`src/rtl/ads_pkg.sv`:
```
// Shared types for the ADS1672 sample averager: data width, FSM state
// encoding and the signed sample type.
package ads_pkg;

    localparam int ADS_DATA_WIDTH = 24;

    typedef enum logic [1:0] {
        IDLE,
        REQUEST,
        WAIT_SAMPLE,
        OUTPUT
    } avg_state_e;

    typedef logic signed [ADS_DATA_WIDTH-1:0] sample_t;

endpackage

```
`src/rtl/ads_avg_shift.sv`:
```
// Combinational accumulator-to-average conversion.
// Default build: floor division by 2^LOG2_AVG (arithmetic shift).
// With ADS_AVG_ROUND_EN defined: round half toward +inf, saturating at the
// largest positive DATA_WIDTH value.
module ads_avg_shift
    import ads_pkg::*;
#(
    parameter int DATA_WIDTH = ADS_DATA_WIDTH,
    parameter int LOG2_AVG   = 4,
    parameter int ACC_W      = DATA_WIDTH + LOG2_AVG
) (
    input  logic signed [ACC_W-1:0]      acc,
    output logic signed [DATA_WIDTH-1:0] avg
);

    generate
        if (LOG2_AVG == 0) begin : g_pass
            // A single sample is its own average.
            assign avg = acc[DATA_WIDTH-1:0];
        end
`ifdef ADS_AVG_ROUND_EN
        else begin : g_round
            localparam int SUM_W = ACC_W + 1;
            localparam logic signed [SUM_W-1:0] HALF    = SUM_W'(1) << (LOG2_AVG - 1);
            localparam logic signed [SUM_W-1:0] MAX_POS =
                {{(SUM_W - DATA_WIDTH + 1){1'b0}}, {(DATA_WIDTH - 1){1'b1}}};

            logic signed [SUM_W-1:0] sum;
            logic signed [SUM_W-1:0] shifted;

            // One extra bit keeps the rounding add from wrapping a large
            // positive accumulator into the negative range.
            assign sum     = {acc[ACC_W-1], acc} + HALF;
            assign shifted = sum >>> LOG2_AVG;
            assign avg     = (shifted > MAX_POS) ? MAX_POS[DATA_WIDTH-1:0]
                                                 : shifted[DATA_WIDTH-1:0];
        end
`else
        else begin : g_floor
            logic unused_frac;

            // ACC_W = DATA_WIDTH + LOG2_AVG, so the floor shift is exactly
            // the upper DATA_WIDTH bits; the fraction bits are dropped.
            assign avg         = acc[LOG2_AVG +: DATA_WIDTH];
            assign unused_frac = ^acc[LOG2_AVG-1:0];
        end
`endif
    endgenerate

endmodule

```
`src/rtl/ads_sample_averager.sv`:
```
// ADS1672 sample averager: requests one conversion per measure pulse,
// accumulates 2^LOG2_AVG signed samples and offers the mean on a
// valid/ready port. Missing samples raise timeout_err, unsolicited samples
// raise stray_err. Optional rounding: define ADS_AVG_ROUND_EN.
module ads_sample_averager
    import ads_pkg::*;
#(
    parameter int DATA_WIDTH     = ADS_DATA_WIDTH,
    parameter int LOG2_AVG       = 4,
    parameter int TIMEOUT_CYCLES = 65535
) (
    input  logic                         clk,
    input  logic                         rst_n,
    input  logic                         enable,
    output logic                         measure,
    input  logic signed [DATA_WIDTH-1:0] sample_in,
    input  logic                         sample_valid,
    output logic signed [DATA_WIDTH-1:0] avg_out,
    output logic                         avg_valid,
    input  logic                         avg_ready,
    output logic                         busy,
    output logic                         timeout_err,
    output logic                         stray_err
);

    localparam int ACC_W = DATA_WIDTH + LOG2_AVG;
    localparam int CNT_W = LOG2_AVG + 1;
    localparam int TMO_W = $clog2(TIMEOUT_CYCLES + 1);
    localparam logic [CNT_W-1:0] LAST_CNT = CNT_W'((1 << LOG2_AVG) - 1);
    localparam logic [TMO_W-1:0] TMO_LAST = TMO_W'(TIMEOUT_CYCLES - 1);

    avg_state_e                    state;
    avg_state_e                    next_state;
    logic signed [ACC_W-1:0]       acc;
    logic signed [ACC_W-1:0]       acc_sum;
    logic signed [DATA_WIDTH-1:0]  avg_next;
    logic [CNT_W-1:0]              count;
    logic [TMO_W-1:0]              tmo_cnt;
    logic                          enable_q;
    logic                          enable_rise;
    logic                          in_wait;
    logic                          take_sample;
    logic                          last_sample;
    logic                          tmo_hit;

    // Sign-extending cast: the accumulator is wide enough that N samples
    // can never overflow it.
    assign acc_sum     = acc + ACC_W'(sample_in);
    assign enable_rise = enable && !enable_q;
    assign in_wait     = (state == WAIT_SAMPLE) && enable;
    assign take_sample = in_wait && sample_valid;
    assign last_sample = (count == LAST_CNT);
    // A sample arriving on the terminal-count cycle wins over the timeout.
    assign tmo_hit     = in_wait && !sample_valid && (tmo_cnt == TMO_LAST);

    assign avg_valid = (state == OUTPUT);
    assign busy      = (state != IDLE);

    ads_avg_shift #(
        .DATA_WIDTH (DATA_WIDTH),
        .LOG2_AVG   (LOG2_AVG),
        .ACC_W      (ACC_W)
    ) u_shift (
        .acc (acc_sum),
        .avg (avg_next)
    );

    // State register.
    // NOTE: sequential state uses non-blocking assignments so every flop
    // samples pre-edge values regardless of block ordering.
    always_ff @(posedge clk or negedge rst_n) begin
        if (!rst_n) state <= IDLE;
        else        state <= next_state;
    end

    // Next-state decode; enable low aborts REQUEST/WAIT_SAMPLE, not OUTPUT.
    // NOTE: next_state gets a default first so no path infers a latch.
    always_comb begin
        next_state = state;
        case (state)
            IDLE:        if (enable) next_state = REQUEST;
            REQUEST:     next_state = enable ? WAIT_SAMPLE : IDLE;
            WAIT_SAMPLE: begin
                if (!enable)          next_state = IDLE;
                else if (sample_valid) next_state = last_sample ? OUTPUT : REQUEST;
                else if (tmo_hit)     next_state = IDLE;
            end
            OUTPUT:      if (avg_ready) next_state = IDLE;
            default:     next_state = IDLE;
        endcase
    end

    // Datapath: accumulator, sample/timeout counters, result register and
    // the measure pulse (registered copy of REQUEST).
    always_ff @(posedge clk or negedge rst_n) begin
        if (!rst_n) begin
            acc      <= '0;
            count    <= '0;
            tmo_cnt  <= '0;
            avg_out  <= '0;
            measure  <= 1'b0;
            enable_q <= 1'b0;
        end else begin
            enable_q <= enable;
            measure  <= (state == REQUEST) && enable;
            case (state)
                IDLE: begin
                    acc   <= '0;
                    count <= '0;
                end
                REQUEST: tmo_cnt <= '0;
                WAIT_SAMPLE: begin
                    if (take_sample) begin
                        acc <= acc_sum;
                        if (last_sample) avg_out <= avg_next;
                        else             count   <= count + CNT_W'(1);
                    end else if (in_wait) begin
                        tmo_cnt <= tmo_cnt + TMO_W'(1);
                    end
                end
                default: ;
            endcase
        end
    end

    // Sticky error flags; an enable 0->1 edge clears them, a new event on
    // the same cycle still sets them.
    always_ff @(posedge clk or negedge rst_n) begin
        if (!rst_n) begin
            timeout_err <= 1'b0;
            stray_err   <= 1'b0;
        end else begin
            if (enable_rise) begin
                timeout_err <= 1'b0;
                stray_err   <= 1'b0;
            end
            if (tmo_hit)                                timeout_err <= 1'b1;
            if (sample_valid && (state != WAIT_SAMPLE)) stray_err   <= 1'b1;
        end
    end

endmodule

```
`config.mk`:
```
export PLATFORM = sky130hd
export DESIGN_NAME = ads_sample_averager
export DESIGN_NICKNAME = d
export VERILOG_FILES = /design/src/rtl/ads_pkg.sv /design/src/rtl/ads_avg_shift.sv /design/src/rtl/ads_sample_averager.sv
export SDC_FILE = /design/constraint.sdc
export NUM_CORES = 1
export LEC_CHECK = 0
export CORE_MARGIN = 2
export CORE_UTILIZATION = 51
export DETAILED_ROUTE_END_ITERATION = 7
export GPL_ROUTABILITY_DRIVEN = 0
export GPL_TIMING_DRIVEN = 0
export PLACE_DENSITY = 0.82
export SETUP_SLACK_MARGIN = 0.3
export SLEW_MARGIN = 20
export SYNTH_ARGS = -nofsm -noshare
export SYNTH_HDL_FRONTEND = slang
export SYNTH_SLANG_ARGS = --single-unit
```
`constraint.sdc`:
```
create_clock -name clk -period 2.39 [get_ports clk]
set_clock_uncertainty 0.05 [all_clocks]
set_input_delay 0.3585 -clock clk [delete_from_list [all_inputs] [get_ports clk]]
set_output_delay 0.3585 -clock clk [all_outputs]
set_load 0.02 [all_outputs]
```
==> impl_metrics.env, run 1 <==
export IMPL_outcome="finished, violations left"
export IMPL_violations="negative setup slack"
export IMPL_clockBufferDepth=2
export IMPL_crit_type="input pin to flip-flop"
export IMPL_r2r_cells=11
export IMPL_nets=749
export IMPL_diodes=0
export IMPL_pin_count=58
export IMPL_placedCellCount=765
export IMPL_finalMaxSlewViolations=0
export IMPL_worst_pin_slew_ns=0.6686
export IMPL_route_met3_wl_microns=1674
export IMPL_hold_path_class="input pin to flip-flop"
export IMPL_first_pass_iters=8
export IMPL_power_density_mw_per_mm2=492.7
export IMPL_ant_nets=0
export IMPL_yosysTopAreaCell="dfrtp_1"
export IMPL_die_y_microns=103.1
export IMPL_clkSinkCount=79
export IMPL_wirelength_microns=17560
export IMPL_synth_fp_nets=635
export IMPL_grt_pass1_wl_microns=25290
export IMPL_yosys_register_bits=79
export IMPL_reg2reg_to="acc[16]$_DFFE_PN0P_"
export IMPL_vias_per_cell=6.643
export IMPL_cp_arrival_ns=2.73
export IMPL_top_layer_used="met4"
export IMPL_die_w_microns=103.1
export IMPL_route_vias_total=5487
export IMPL_drc=0
export IMPL_grt_max_degree=45
export IMPL_place_ws_ns=-0.7057
export IMPL_start_util_pct=51.92
export IMPL_insertion_delay_ns=0.38
export IMPL_fin_crit_ns=2.532
export IMPL_start_kind="input pin"
export IMPL_synth_top_cell_area_share_pct=39.50
export IMPL_yosys_top_cells_count="79 x dfrtp_1, 70 x nand2_1, 60 x o21ai_0"
export IMPL_drive_above_1_share_pct=28.28
export IMPL_cp_max_fo=8
export IMPL_syn_to_final_growth_pct=43.03
export IMPL_yosysWarnings=0
export IMPL_cap_violations=0
export IMPL_max_freq_mhz=394.9
export IMPL_cts_tree="done"
export IMPL_met2_length_microns=8224
export IMPL_drtIter0Drc=649
export IMPL_final_cells=826
export IMPL_async_flop_share_pct=100.0
export IMPL_synth_ff_type="dfrtp_1"
export IMPL_place_area_sq_mm=0.005971
export IMPL_setup_viol=17
export IMPL_synth_area_per_cell_sq_um=8.719
export IMPL_synth_edf_count=0
export IMPL_clk_pin_slew_ns=0.09
export IMPL_synth_seq_area_share_pct=39.50
export IMPL_final_util_pct=74.26
export IMPL_worstPathCellList="clkdlybuf4s50_1, ha_1, buf_4, a21oi_4, nor2_2, a2111oi_4, a211oi_4, buf_6, o21ai_2, or3b_4"
export IMPL_synthCells=574
export IMPL_rrSetupSlack_ns=-0.13
export IMPL_rr_startpoint="acc[0]$_DFFE_PN0P_"
export IMPL_finalHoldViolCount=0
export IMPL_cts_max_level=3
export IMPL_rows=36
export IMPL_worstSetupStartpoint="sample_in[9]"
export IMPL_grt_use_total_pct=30.58
export IMPL_fin_area_sq_mm=0.007158
export IMPL_gr_total_overflow=0
export IMPL_synth_area_leaders="dfrtp_1 40%, ha_1 7.8%, o21ai_0 6.0%, nand2_1 5.3%, nand3_1 4.4%"
export IMPL_synth_cell_type_count=59
export IMPL_wirelength_met1_microns=6671
export IMPL_grt_pass1_vias=5172
export IMPL_cp_end_kind="flip-flop"
export IMPL_io_buffers=57
export IMPL_timing_final_ws_setup_ns=-0.1420
export IMPL_cts_root_buf="clkbuf_8"
export IMPL_period_share_pct=105.9
export IMPL_routedWlPerCell_microns=21.26
export IMPL_numCtsBuffers=9
export IMPL_core_area_sq_mm=0.009639
export IMPL_cpMaxStageDelayCell="a2111oi_4"
export IMPL_leakagePower_uw=0.003152
export IMPL_critPathMaxStageDelay_ns=0.43
export IMPL_dieArea_sq_mm=0.01062
export IMPL_rsz0062_at_grt="yes"
export IMPL_fillers=642
export IMPL_synth_most_common_cell="dfrtp_1"
export IMPL_hpwl_microns=9986
export IMPL_max_slew_margin_pct=55.43
export IMPL_synth_area_sq_mm=0.005005
export IMPL_cp_data_required_time_ns=2.59
export IMPL_antenna_found_initial=0
export IMPL_ir_drop_mv=0.3342
export IMPL_cp_endpoint="acc[26]$_DFFE_PN0P_"
[placed cells by master (no fill, tap or decap), types with 22 or more instances in the layout]
master           synthesis  routed
o21ai_0                 60      26
nor2_1                  31      26
nand4_1                 22      22
nand3_1                 44      42
buf_4                    0      35
dfrtp_1                 79      77
o21ai_1                  0      24
nand2_1                 70      68
clkdlybuf4s50_1          0      42
[stage by stage]
stage | TNS [ns] | power [uW] | hold WS [ns]
floorplan | 0 | 1936 | 0.01291
global placement | -163.45 | 2159 | 0.4127
detailed placement | -19.79 | 2187 | 0.3027
CTS | -0.09265 | 3352 | 0.4308
global route | -2.929 | 3649 | 0.2316
finish | -0.9141 | 3527 | 0.2125
[critical path: cells and delay by family]
family / cells / cell delay [ns]
AOI/OAI and AO/OA: 4 / 0.85
buffers and inverters: 3 / 0.74
adders and majority gates: 1 / 0.31
and+or+nand+nor: 2 / 0.46
[cell families after synthesis]
kind of cell,share of synthesized area [%]
buffers and inverters,3.150
multiplexers,1.900
XOR/XNOR,2.625
AO/OA/AOI/OAI,23.08
flip-flops,39.50
AND/OR/NAND/NOR,21.60
adder cells (fa/ha/maj),8.150
[final cells by class]
type,instances,area [sq um],share of cell area (%)
sequential,79,1979,27.65
buffer,28,252.7,3.531
tap,133,166.4,2.325
multi-input combinational,456,3550,49.59
timing repair buffer,103,978.4,13.67
inverter,11,41.29,0.5768
clock buffer,9,123.9,1.730
clock inverter,7,66.31,0.9264
[report_power, final]
group	switching [uW]	total (uW)	internal, uW
logic	604	1060	458
clock network	626	1040	412
registers	45.0	1430	1380
[timing repair]
action,4_1_cts,5_1_grt
endpoints found under the setup margin,64,64
pin swaps,45,39
setup buffers,29,15
endpoints found under the hold margin,35,0
gates resized for setup,118,75
hold buffers,1,0
[flip-flops by register name (all words and copies together), names as in the netlist]
signal and count:
avg_out 24, measure 1, enable_q 1, timeout_err 1
state 2, acc 28, stray_err 1, count 5
tmo_cnt 16
[metal layers]
metal	vias to the layer above	global-route usage, %
met5	-	0
met2	399	49.80
met4	0	13.66
met1	2598	39.11
li1	2369	-
met3	121	6.712
[how the worst min path moves through the flow]
| stage | start | to | slack, ns | cells past startpoint |
|---|---|---|---|---|
| after floorplan | rst_n | acc[0]$_DFFE_PN0P_ | 0.01 | 0 |
| after global placement | tmo_cnt[14]$_DFFE_PN0P_ | tmo_cnt[14]$_DFFE_PN0P_ | 0.41 | 1 |
| after detailed placement | rst_n | tmo_cnt[4]$_DFFE_PN0P_ | 0.30 | 1 |
| after CTS | sample_in[0] | acc[0]$_DFFE_PN0P_ | 0.43 | 4 |
| after global routing | enable | enable_q$_DFF_PN0_ | 0.23 | 1 |
| final | enable | enable_q$_DFF_PN0_ | 0.21 | 1 |
Note: power is estimated with default switching activity, not from simulation.
==> run 2: changes to the inputs <==
--- a/config.mk
+++ b/config.mk
@@ -5,8 +5,10 @@
 export SDC_FILE = /design/constraint.sdc
 export NUM_CORES = 1
 export LEC_CHECK = 0
+export ABC_CLOCK_PERIOD_IN_PS = 2390
 export CORE_MARGIN = 2
 export CORE_UTILIZATION = 51
+export CTS_CLUSTER_DIAMETER = 50
 export DETAILED_ROUTE_END_ITERATION = 7
 export GPL_ROUTABILITY_DRIVEN = 0
 export GPL_TIMING_DRIVEN = 0
==> results of run 2 <==
Final layout, timing and power as in run 1 (identical DEF).
==> run 3: changes to the inputs <==
--- a/config.mk
+++ b/config.mk
@@ -6,7 +6,6 @@
 export NUM_CORES = 1
 export LEC_CHECK = 0
 export ABC_CLOCK_PERIOD_IN_PS = 2390
-export CORE_MARGIN = 2
 export CORE_UTILIZATION = 51
 export CTS_CLUSTER_DIAMETER = 50
 export DETAILED_ROUTE_END_ITERATION = 7
@@ -18,3 +17,4 @@
 export SYNTH_ARGS = -nofsm -noshare
 export SYNTH_HDL_FRONTEND = slang
 export SYNTH_SLANG_ARGS = --single-unit
+export TNS_END_PERCENT = 50
==> run 3 against run 2 <==
Compared with the run above: the flow finishes with violations (design-rule violations, negative setup slack); combinational power increased by 4%; global-route usage about the same; cell count decreased by 0.24%; sequential share of layout area decreased by 0.19 points; worst hold slack got worse by 0.0034 ns; wire length increased by 2.5%; sequential cell count unchanged; non-clock buffer count increased by 2; via count increased by 1.3%; final area increased by 0.68%; utilization increased by 2.6 points; setup slack got worse by 0.082 ns; largest cell class unchanged; largest power group unchanged; highest routed layer unchanged.
==> impl_metrics.env, run 3 (synthesized netlist as in run 1, its figures left out) <==
export IMPL_dieArea_sq_mm=0.01021
export IMPL_diodes=0
export IMPL_worst_pin_slew_ns=0.7292
export IMPL_violations="design-rule violations, negative setup slack"
export IMPL_outcome="finished, violations left"
export IMPL_wirelength_microns=17990
export IMPL_die_y_microns=101.1
export IMPL_ant_nets=0
export IMPL_start_kind="input pin"
export IMPL_antenna_found_initial=0
export IMPL_holdWs_ns=0.2091
export IMPL_core_area_sq_mm=0.009371
export IMPL_reg2reg_to="acc[27]$_DFFE_PN0P_"
export IMPL_cap_violations=0
export IMPL_rsz0062_at_grt="yes"
export IMPL_holdPathStages=1
export IMPL_rr_startpoint="acc[18]$_DFFE_PN0P_"
export IMPL_cpMaxStageDelayCell="or4_4"
export IMPL_worstPathCellList="clkdlybuf4s50_1, ha_1, nand4_1, buf_4, nor3_4, o21ai_4, and3_4, or4_4, mux2i_2"
export IMPL_final_common_cell="dfrtp_1"
export IMPL_design_power_total_uw=3559
export IMPL_numCtsBuffers=9
export IMPL_grt_use_total_pct=30.61
export IMPL_rows=35
export IMPL_io_buffers=57
export IMPL_cts_tree="done"
export IMPL_timing_final_ws_setup_ns=-0.2241
export IMPL_drc=4
export IMPL_ir_drop_mv=0.3232
export IMPL_cts_root_buf="clkbuf_8"
export IMPL_place_ws_ns=-0.6776
export IMPL_start_util_pct=53.40
export IMPL_grt_max_degree=49
export IMPL_insertion_delay_ns=0.37
export IMPL_largest_reg_flops=28
export IMPL_cp_end_kind="flip-flop"
export IMPL_grt_pass1_vias=4984
export IMPL_drive_above_1_share_pct=29.78
export IMPL_first_pass_iters=8
export IMPL_vias_per_cell=6.744
export IMPL_fillers=586
export IMPL_gr_total_overflow=0
export IMPL_finalHoldViolCount=0
export IMPL_hold_path_class="input pin to flip-flop"
export IMPL_clockBufferDepth=2
export IMPL_cp_buffers_inverters=2
export IMPL_grt_pass1_wl_microns=24300
export IMPL_setup_viol=18
export IMPL_pin_count=58
export IMPL_leakagePower_uw=0.003151
export IMPL_power_density_mw_per_mm2=493.8
export IMPL_clk_pin_slew_ns=0.10
export IMPL_fin_crit_ns=2.614
export IMPL_reg_top3="acc (28), avg_out (24), tmo_cnt (16)"
export IMPL_worstSetupStartpoint="sample_in[18]"
export IMPL_period_share_pct=109.4
export IMPL_drtIter0Drc=736
export IMPL_cp_data_required_time_ns=2.59
export IMPL_rrSetupSlack_ns=-0.19
export IMPL_hp_start="enable"
export IMPL_route_vias_total=5557
export IMPL_cp_arrival_ns=2.82
export IMPL_finalMaxSlewViolations=0
export IMPL_largest_register="acc"
export IMPL_r2r_cells=8
export IMPL_max_freq_mhz=382.5
export IMPL_crit_type="input pin to flip-flop"
export IMPL_final_cell_mix="77 x dfrtp_1, 67 x nand2_1, 42 x clkdlybuf4s50_1, 41 x nand3_1, 40 x buf_4"
export IMPL_max_slew_margin_pct=51.39
export IMPL_routedWlPerCell_microns=21.83
export IMPL_worstHoldEndpoint="enable_q$_DFF_PN0_"
export IMPL_cp_max_fo=7
export IMPL_crit_family="simple AND/OR/NAND/NOR gates"
export IMPL_die_w_microns=101.1
export IMPL_cts_max_level=3
export IMPL_hpwl_microns=10050
export IMPL_nets=751
export IMPL_syn_to_final_growth_pct=44.00
export IMPL_critPathMaxStageDelay_ns=0.48
export IMPL_clkSinkCount=79
run 3: changes by cell type in the layout (fill, tap and decap cells not counted), sizes merged:
| cell | previous run | this run |
|---|---|---|
| buf | 60 | 61 |
| clkbuf | 24 | 26 |
| dlymetal6s2s | 4 | 3 |
run 3: layout make-up:
type | instances | area, sq um | share of cell area, %
inverters | 11 | 41.29 | 0.5729
clock buffers | 9 | 123.9 | 1.719
clock inverters | 7 | 68.82 | 0.9549
well taps | 129 | 161.4 | 2.240
multi-input cells | 456 | 3593 | 49.86
repair buffers | 105 | 980.9 | 13.61
flip-flops and latches | 79 | 1979 | 27.47
plain buffers | 28 | 257.7 | 3.576
run 3: power breakdown:
part	total (uW)	leakage, uW	switching (uW)	internal [uW]
combinational	1100	0.00196	620	482
sequential	1430	0.00109	48.4	1380
clock	1030	0.000101	612	415
run 3: layer usage:
metal / vias to the layer above / GRT usage [%] / wire, microns / part of all wire [%]
met3: 120 / 6.519 / 1859 / 10
met1: 2622 / 39.59 / 6574 / 37
met5: - / 0 / 0 / 0
met2: 447 / 50.34 / 8398 / 47
li1: 2368 / - / - / -
met4: 0 / 11.59 / 1159 / 6.4
run 3: metrics by stage:
step | instances | util (%) | instance area [sq um] | TNS [ns]
finish | 824 | 76.90 | 7207 | -1.379
global route | 824 | 76.90 | 7207 | -2.626
CTS | 799 | 70.40 | 6598 | -0.2613
detailed placement | 761 | 63.74 | 5973 | -20.75
global placement | 760 | 63.47 | 5948 | -162.17
floorplan | 574 | - | 5216 | 0
run 3: worst register-to-register path: stages (launching register included):
cell and delay [ns]:
dfrtp_1 0.42, ha_1 0.45, nand4_1 0.14, buf_4 0.20, nor3_4 0.24, o21ai_4 0.13, and3_4 0.18, or4_4 0.48
mux2i_2 0.17
run 3: timing repair:
action / 4_1_cts / 5_1_grt
buffers inserted: 21 / 25
pin swaps: 57 / 55
hold buffers: 1 / 0
resized for setup: 97 / 105
setup endpoints to repair: 64 / 58
endpoints found under the hold margin: 31 / 0
run 3: worst max path at each step:
stage	endpoint	slack (ns)	cells after the start
after global routing	acc[27]$_DFFE_PN0P_	-0.23	8
after floorplan	acc[26]$_DFFE_PN0P_	0.1	9
after global placement	avg_out[15]$_DFFE_PN0P_	-1.82	1
after CTS	acc[27]$_DFFE_PN0P_	-0.05	8
after detailed placement	acc[26]$_DFFE_PN0P_	-0.68	10
final	acc[27]$_DFFE_PN0P_	-0.22	9
